<file path="config.mk">
export PLATFORM = sky130hd
export DESIGN_NAME = decoder_3to8
export DESIGN_NICKNAME = d
export VERILOG_FILES = /design/src/rtl/decoder_3to8.sv
export SDC_FILE = /design/constraint.sdc
export NUM_CORES = 1
export LEC_CHECK = 0
export BUFFER_PORTS_ARGS = -buffer_cell sky130_fd_sc_hd__buf_2
export CAP_MARGIN = 20
export CORE_AREA = 2 2 39 41
export DETAILED_ROUTE_END_ITERATION = 7
export DIE_AREA = 0 0 41 43
export SLEW_MARGIN = 20
export SYNTH_ARGS = -nofsm -noshare
export SYNTH_HDL_FRONTEND = slang
export SYNTH_SLANG_ARGS = --single-unit
</file>
<file path="constraint.sdc">
create_clock -name clk -period 0.8 [get_ports clk]
set_input_delay 0 -clock clk [delete_from_list [all_inputs] [get_ports clk]]
set_output_delay 0 -clock clk [all_outputs]
set_load 0.05 [all_outputs]
</file>
<file path="src/rtl/decoder_3to8.sv">
// Registered 3-to-8 one-hot decoder with 1-cycle latency and async active-low reset.
// Optional build macro DECODER_3TO8_HOLD_EN: Y holds its last value when E=0 instead of idling.
`timescale 1ns/1ps
module decoder_3to8 #(
    parameter bit OUT_ACTIVE_LOW = 1'b0
) (
    input  logic       clk,
    input  logic       rst_n,
    input  logic [2:0] A,
    input  logic       E,
    output logic [7:0] Y,
    output logic       Y_valid
);

    // Decode is kept active-high internally; polarity is applied only at the output,
    // so reset and idle both map to the correct idle pattern for either polarity.
    logic [7:0] y_q, y_d;
    logic       valid_q, valid_d;

    always_comb begin
`ifdef DECODER_3TO8_HOLD_EN
        y_d = y_q;
`else
        y_d = '0;
`endif
        valid_d = E;
        if (E) begin
            unique case (A)
                3'd0:    y_d = 8'h01;
                3'd1:    y_d = 8'h02;
                3'd2:    y_d = 8'h04;
                3'd3:    y_d = 8'h08;
                3'd4:    y_d = 8'h10;
                3'd5:    y_d = 8'h20;
                3'd6:    y_d = 8'h40;
                default: y_d = 8'h80;
            endcase
        end
    end

    always_ff @(posedge clk or negedge rst_n) begin
        if (!rst_n) begin
            y_q     <= '0;
            valid_q <= 1'b0;
        end else begin
            y_q     <= y_d;
            valid_q <= valid_d;
        end
    end

    assign Y       = OUT_ACTIVE_LOW ? ~y_q : y_q;
    assign Y_valid = valid_q;

endmodule

</file>
======== Word-level counts from Yosys, hierarchy flattened ========
Index checks and enable logic that the tools add are counted.
word-level totals
  memories kept ........................... 0
  memory bits (read-only) ................. 0
  word-level logic and storage cells ...... 11
  output and inout bits ................... 9
  bits in writable memories ............... 0
  flip-flop bits (word level) ............. 9
  bits of input ports ..................... 6
  bits in latches ......................... 0
operators by class
  add/subtract/negate cells ............... 0
  shift operators ......................... 0
  divide/modulo/power cells ............... 0
  order comparisons ....................... 0
  reductions and logical operators ........ 1
  equal/unequal tests ..................... 6
  muxes and demuxes ....................... 2
  multiply operators ...................... 0
  bitwise gates (word level) .............. 0
operator list
  kind                count
  $pmux 8 s7          1
  $eq 3x3->1 const B  3
  $mux 8              1
  $eq 3x2->1 const B  2
  $eq 3x1->1 const B  1
  $logic_not 3->1     1

======== Logic depth before layout (Yosys ltp) ========
Gate-level depths: netlist of the first run.
  depth in word-level cells ............... 3
  depth in mapped cells ................... 1
  depth with buffers taken out ............ 1

======== Least setup slack after synthesis of the first run ========
No wires, ideal clock.
  path kind ............................... flip-flop to output port
  start point ............................. reg y_q[0], in the netlist Y[0]
  end point ............................... out Y[0]
  path slack .............................. 214 ps
  data required time ...................... 800 ps
  stages on the path, launching flop included .. 1
  path buffers ............................ 0
  arrival ................................. 586 ps
  path through ............................ dfrtp_1
RTL lines
  element                 RTL line  source
  start, declared         17        logic [7:0] y_q, y_d;
  start signal, assigned  46        y_q <= y_d;
  end, declared           11        output logic [7:0] Y,
No word-level cell between the ends.

======== Worst setup path in the final report of the first run ========
  start point ............................. reg y_q[5], in the netlist Y[5]
  end point ............................... out Y[5]
No word-level cell between the ends.

==> results of run 1 <==
## synthesized netlist by cell type
cell type  instances
and4_2             1
and4b_2            3
and4bb_2           3
dfrtp_1            9
nor4b_2            1
## worst paths after layout
check / startpoint / end / cells past startpoint / slack [ns]
min in group clk: E / Y_valid / 1 / 0.43
hold / removal: rst_n / Y[3] / 2 / 0.1
max in group asynchronous: rst_n / Y[2] / 2 / 0.53
setup / recovery: Y[5] / Y[5] / 1 / -0.0003
## timing repair
action | in CTS | in global routing
hold endpoints to repair | 11 | 0
setup endpoints to repair | 9 | 13
hold buffers | 5 | 0
gates resized for setup | 17 | 6
## state kept, by name (all words and copies together) (netlist names)
signal / count
Y: 8
Y_valid: 1
## final cells by class
cell class                      instances  area share, %
Clock buffer                            3           4.08
Sequential cell                         9           40.8
Tap cell                               16           3.63
Multi-Input combinational cell          8           17.5
Clock inverter                          1          0.907
Timing Repair Buffer                   18           33.1
## layer usage
metal | wire, µm | vias to the layer above
met3 | 29 | 2
li1 | - | 111
met4 | 24 | 0
met5 | 0 | -
met1 | 174 | 113
met2 | 317 | 10
## power by group through the flow
stage / logic [mW] / registers, mW / clock network [mW]
6_report: 0.149 / 0.474 / 0.345
5_1_grt: 0.162 / 0.474 / 0.369
4_1_cts: 0.146 / 0.474 / 0.353
3_5_place_dp: 0.112 / 0.479 / 0
3_3_place_gp: 0.110 / 0.478 / 0
2_1_floorplan: 0.0157 / 0.527 / 0
## cells by family (layout without fill, tap and decap cells)
kind of cell	Yosys count	in the layout	synth area share [%]
buffers and inverters	0	22	0
DFF	9	9	70.0
and+or+nand+nor	8	8	30.0
==> impl_metrics.json, run 1 <==
{
  "clock_path_buffers": 2,
  "antennaDiodeCount": 0,
  "cp_slowest_cell": "dfrtp_1",
  "fin_ws_ns": -0.000259,
  "die_width_um": 41,
  "worstMarginPinSlew_ns": 0.207,
  "path_buf_inv": 1,
  "multi_input_area_um2": 96.3,
  "cp_top_family": "flip-flops",
  "mostFrequentLayoutCells": "10 x buf_6, 9 x dfrtp_1, 5 x dlygate4sd3_1",
  "grt_max_degree": 10,
  "hold_path.class": "in -> async",
  "gr-usage-met3_pct": 1.57,
  "syn_area_per_cell_um2": 18.9,
  "status": "complete, but fails checks",
  "dieArea_mm2": 0.00176,
  "required_ns": 0.80,
  "vias": 236,
  "slew_headroom_pct": 86.2,
  "finalPower_mw": 0.968,
  "path_clk_slew_ns": 0.06,
  "num_io_pins": 15,
  "fin_tns_setup_ns": -0.000259,
  "cts_root_buffer": "clkbuf_4",
  "met2_usage_pct": 14.4,
  "cellPowerDensity_mw_per_mm2": 1750,
  "grt_first_pass_wirelength_um": 979,
  "start_util_pct": 23.2,
  "switching_share_pct": 25.6,
  "gr-total-overflow": 0,
  "gr-usage-met1_pct": 7.72,
  "clock.fmax_mhz": 1250,
  "gp_congestion": 0.655,
  "stdcell_count": 55,
  "dp_slack_ns": 0.242,
  "netlist_instances": 17,
  "drive_above_1_share_pct": 64.1,
  "layout.nets": 46,
  "violations": "setup timing",
  "crit_path_end_kind": "output port",
  "routed_wl_um": 545,
  "drt_pre_antenna_iters": 3,
  "die_y_um": 43,
  "ys_types": 5,
  "synthToLayoutAreaGrowth_pct": 71.6,
  "placed_cell_area_um2": 412,
  "num_rows": 14,
  "p_seq_share_pct": 48.9,
  "ys_warn_count": 0,
  "post_cts_buffers": 0,
  "clkPwrFrac_pct": 35.6,
  "crit_type": "reg -> out",
  "hold-worst-slack_ns": 0.0990,
  "cellInternalPower_mw": 0.720,
  "busiest_layer": "met2",
  "finalInstanceArea_um2": 552,
  "cp_slowest_stage_delay_ns": 0.38,
  "yosys.area.top_type": "dfrtp_1",
  "drt_iter0_drc": 1,
  "wire_per_inst_um": 9.91,
  "post-route-min-period_ns": 0.800,
  "cts_tree": "done",
  "slew_viol_final": 0,
  "yosysTopAreaCellShare_pct": 70.0,
  "synth_area_leaders": "dfrtp_1 70%, and4bb_2 12%, and4b_2 11%, nor4b_2 4.7%, and4_2 3.1%",
  "power.switching_mw": 0.248,
  "seq_area_frac_synth_pct": 70.0,
  "viasPerCell": 4.29,
  "grt_pass1_vias": 263,
  "worstPathMaxFanout": 1,
  "seqCellArea_um2": 225,
  "synth_nets": 23,
  "cp.arrival_ns": 0.80,
  "io_buffers": 14,
  "cts_buffers": 3,
  "layout_commonest_cell": "buf_6",
  "setup_viol": 1,
  "synth-seq-cells": 9,
  "grtUsageTotal_pct": 8.55,
  "core_area_mm2": 0.00138,
  "vdd.ir_drop.worst_mv": 0.689,
  "hold_viol_final": 0,
  "min_period_over_period_pct": 100,
  "p_leak_nw": 0.268,
  "fin_util_pct": 39.9,
  "syn-cell-area_um2": 322,
  "clock_sinks": 9,
  "h-tree-depth": 1,
  "rsz0062_at_grt": "yes",
  "nFillCells": 142,
  "dp.cells": 47,
  "antenna_left": 0,
  "comb_power_share_pct": 15.4,
  "maxCapViolCount": 0,
  "startpoint_type": "flip-flop",
  "drc": 0,
  "worstPathCellList": "buf_6",
  "grt_antenna_before_repair": 0
}
(Power assumes the default switching activity.)
==> inputs of run 2 (changes only) <==
SKIP_LAST_GASP = 1   (was unset)
clock period = 0.86 ns   (was 0.8 ns; I/O delays follow)
==> run 2 against run 1 <==
  * The run now ends clean
  * Sequential share of layout area rose by 4.3 points
  * Setup slack better by 0.029 ns
  * Clock power shrank 8.4%
  * First-iteration DRC count is 100% higher
==> impl_metrics.json, run 2 (same netlist as run 1, synthesis figures left out) <==
{
  "dieArea_mm2": 0.00176,
  "layout_commonest_cell": "buf_2",
  "largest_reg_flops": 8,
  "crit_path_end_kind": "output port",
  "hold_path.class": "in -> async",
  "grt_max_degree": 10,
  "worstMarginPinSlew_ns": 0.250,
  "fin_tns_setup_ns": 0,
  "hold_viol_final": 0,
  "viasPerCell": 4.34,
  "antenna_left": 0,
  "finalInstanceArea_um2": 499,
  "grt_pass1_vias": 235,
  "cp_slowest_stage_delay_ns": 0.36,
  "start_util_pct": 23.2,
  "vias": 243,
  "die_y_um": 43,
  "slew_viol_final": 0,
  "p_leak_nw": 0.259,
  "io_buffers": 14,
  "gr-total-overflow": 0,
  "cp_slowest_cell": "dfrtp_1",
  "gp_congestion": 0.655,
  "cellInternalPower_mw": 0.653,
  "drt_iter0_drc": 2,
  "grt_first_pass_wirelength_um": 869,
  "drive_above_1_share_pct": 65.0,
  "seqCellArea_um2": 225,
  "cp_top_family": "flip-flops",
  "routed_wl_um": 525,
  "required_ns": 0.86,
  "cts_tree": "done",
  "cp.arrival_ns": 0.83,
  "synthToLayoutAreaGrowth_pct": 55.3,
  "switching_share_pct": 25.5,
  "clock_sinks": 9,
  "placed_cell_area_um2": 412,
  "num_io_pins": 15,
  "worstPathCellList": "clkbuf_4",
  "fin_ws_ns": 0.0283,
  "power.switching_mw": 0.223,
  "setup_viol": 0,
  "vdd.ir_drop.worst_mv": 0.624,
  "drc": 0,
  "wire_per_inst_um": 9.38,
  "dp.cells": 47,
  "nFillCells": 145,
  "comb_power_share_pct": 14.0,
  "worstPathMaxFanout": 1,
  "grt_antenna_before_repair": 0,
  "path_clk_slew_ns": 0.06,
  "cts_buffers": 3,
  "layout.nets": 47,
  "clock_path_buffers": 2,
  "cellPowerDensity_mw_per_mm2": 1760,
  "path_buf_inv": 1,
  "drt_pre_antenna_iters": 2,
  "cts_root_buffer": "clkbuf_4",
  "core_area_mm2": 0.00138,
  "min_period_over_period_pct": 96.7,
  "mostFrequentLayoutCells": "10 x buf_2, 9 x dfrtp_1, 7 x clkbuf_4",
  "multi_input_area_um2": 96.3,
  "die_width_um": 41,
  "slew_headroom_pct": 83.5,
  "post_cts_buffers": 0,
  "h-tree-depth": 1,
  "status": "completed",
  "dp_slack_ns": 0.302,
  "post-route-min-period_ns": 0.832,
  "grtUsageTotal_pct": 7.63,
  "p_seq_share_pct": 49.9,
  "startpoint_type": "flip-flop",
  "clkPwrFrac_pct": 36.0,
  "num_rows": 14,
  "crit_type": "reg -> out",
  "rsz0062_at_grt": "no",
  "maxCapViolCount": 0,
  "clock.fmax_mhz": 1200,
  "stdcell_count": 56,
  "antennaDiodeCount": 0
}
==> run 2: cell type report <==
class / instances / share of cell area [%]
clock buffer: 3 / 4.51
clock inverter: 1 / 1.00
multi-input combinational: 8 / 19.3
sequential: 9 / 45.1
tap: 16 / 4.01
timing repair buffer: 19 / 26.1
==> run 2: metrics by stage <==
step | util [%] | hold slack, ns | total power, mW
6_report | 36.1 | 0.100 | 0.876
2_1_floorplan | - | -0.296 | 0.505
5_1_grt | 36.1 | 0.147 | 0.915
4_1_cts | 35.4 | 0.100 | 0.887
3_3_place_gp | 29.7 | -0.151 | 0.547
3_5_place_dp | 29.7 | -0.147 | 0.550
==> run 2: what timing repair did <==
| action | 4_1_cts | 5_1_grt |
|---|---|---|
| hold buffers | 5 | 0 |
| gates resized for setup | 0 | 4 |
| hold endpoints to repair | 11 | 0 |
| setup endpoints to repair | 0 | 4 |
==> run 2: path summary, 6_finish.rpt <==
check                       from  endpoint  slack (ns)  depth (start not counted)
worst max-delay path        Y[3]      Y[3]        0.03                          1
worst min-delay path       rst_n      Y[3]        0.10                          2
max in group asynchronous  rst_n      Y[2]        0.58                          2
min in group clk               E   Y_valid        0.46                          2
==> run 2: metal layers <==
| metal | vias up | global-route usage [%] | routed length, µm |
|---|---|---|---|
| li1 | 114 | - | - |
| met4 | 0 | 8.00 | 19 |
| met5 | - | 0 | 0 |
| met1 | 117 | 6.71 | 161 |
| met2 | 10 | 12.5 | 305 |
| met3 | 2 | 1.57 | 39 |
==> run 2: power groups by stage <==
| stage | registers, mW | clock network [mW] | logic [mW] |
|---|---|---|---|
| floorplan | 0.490 | 0 | 0.0146 |
| global placement | 0.445 | 0 | 0.102 |
| detailed placement | 0.445 | 0 | 0.104 |
| CTS | 0.438 | 0.328 | 0.122 |
| global route | 0.438 | 0.343 | 0.134 |
| finish | 0.438 | 0.316 | 0.123 |
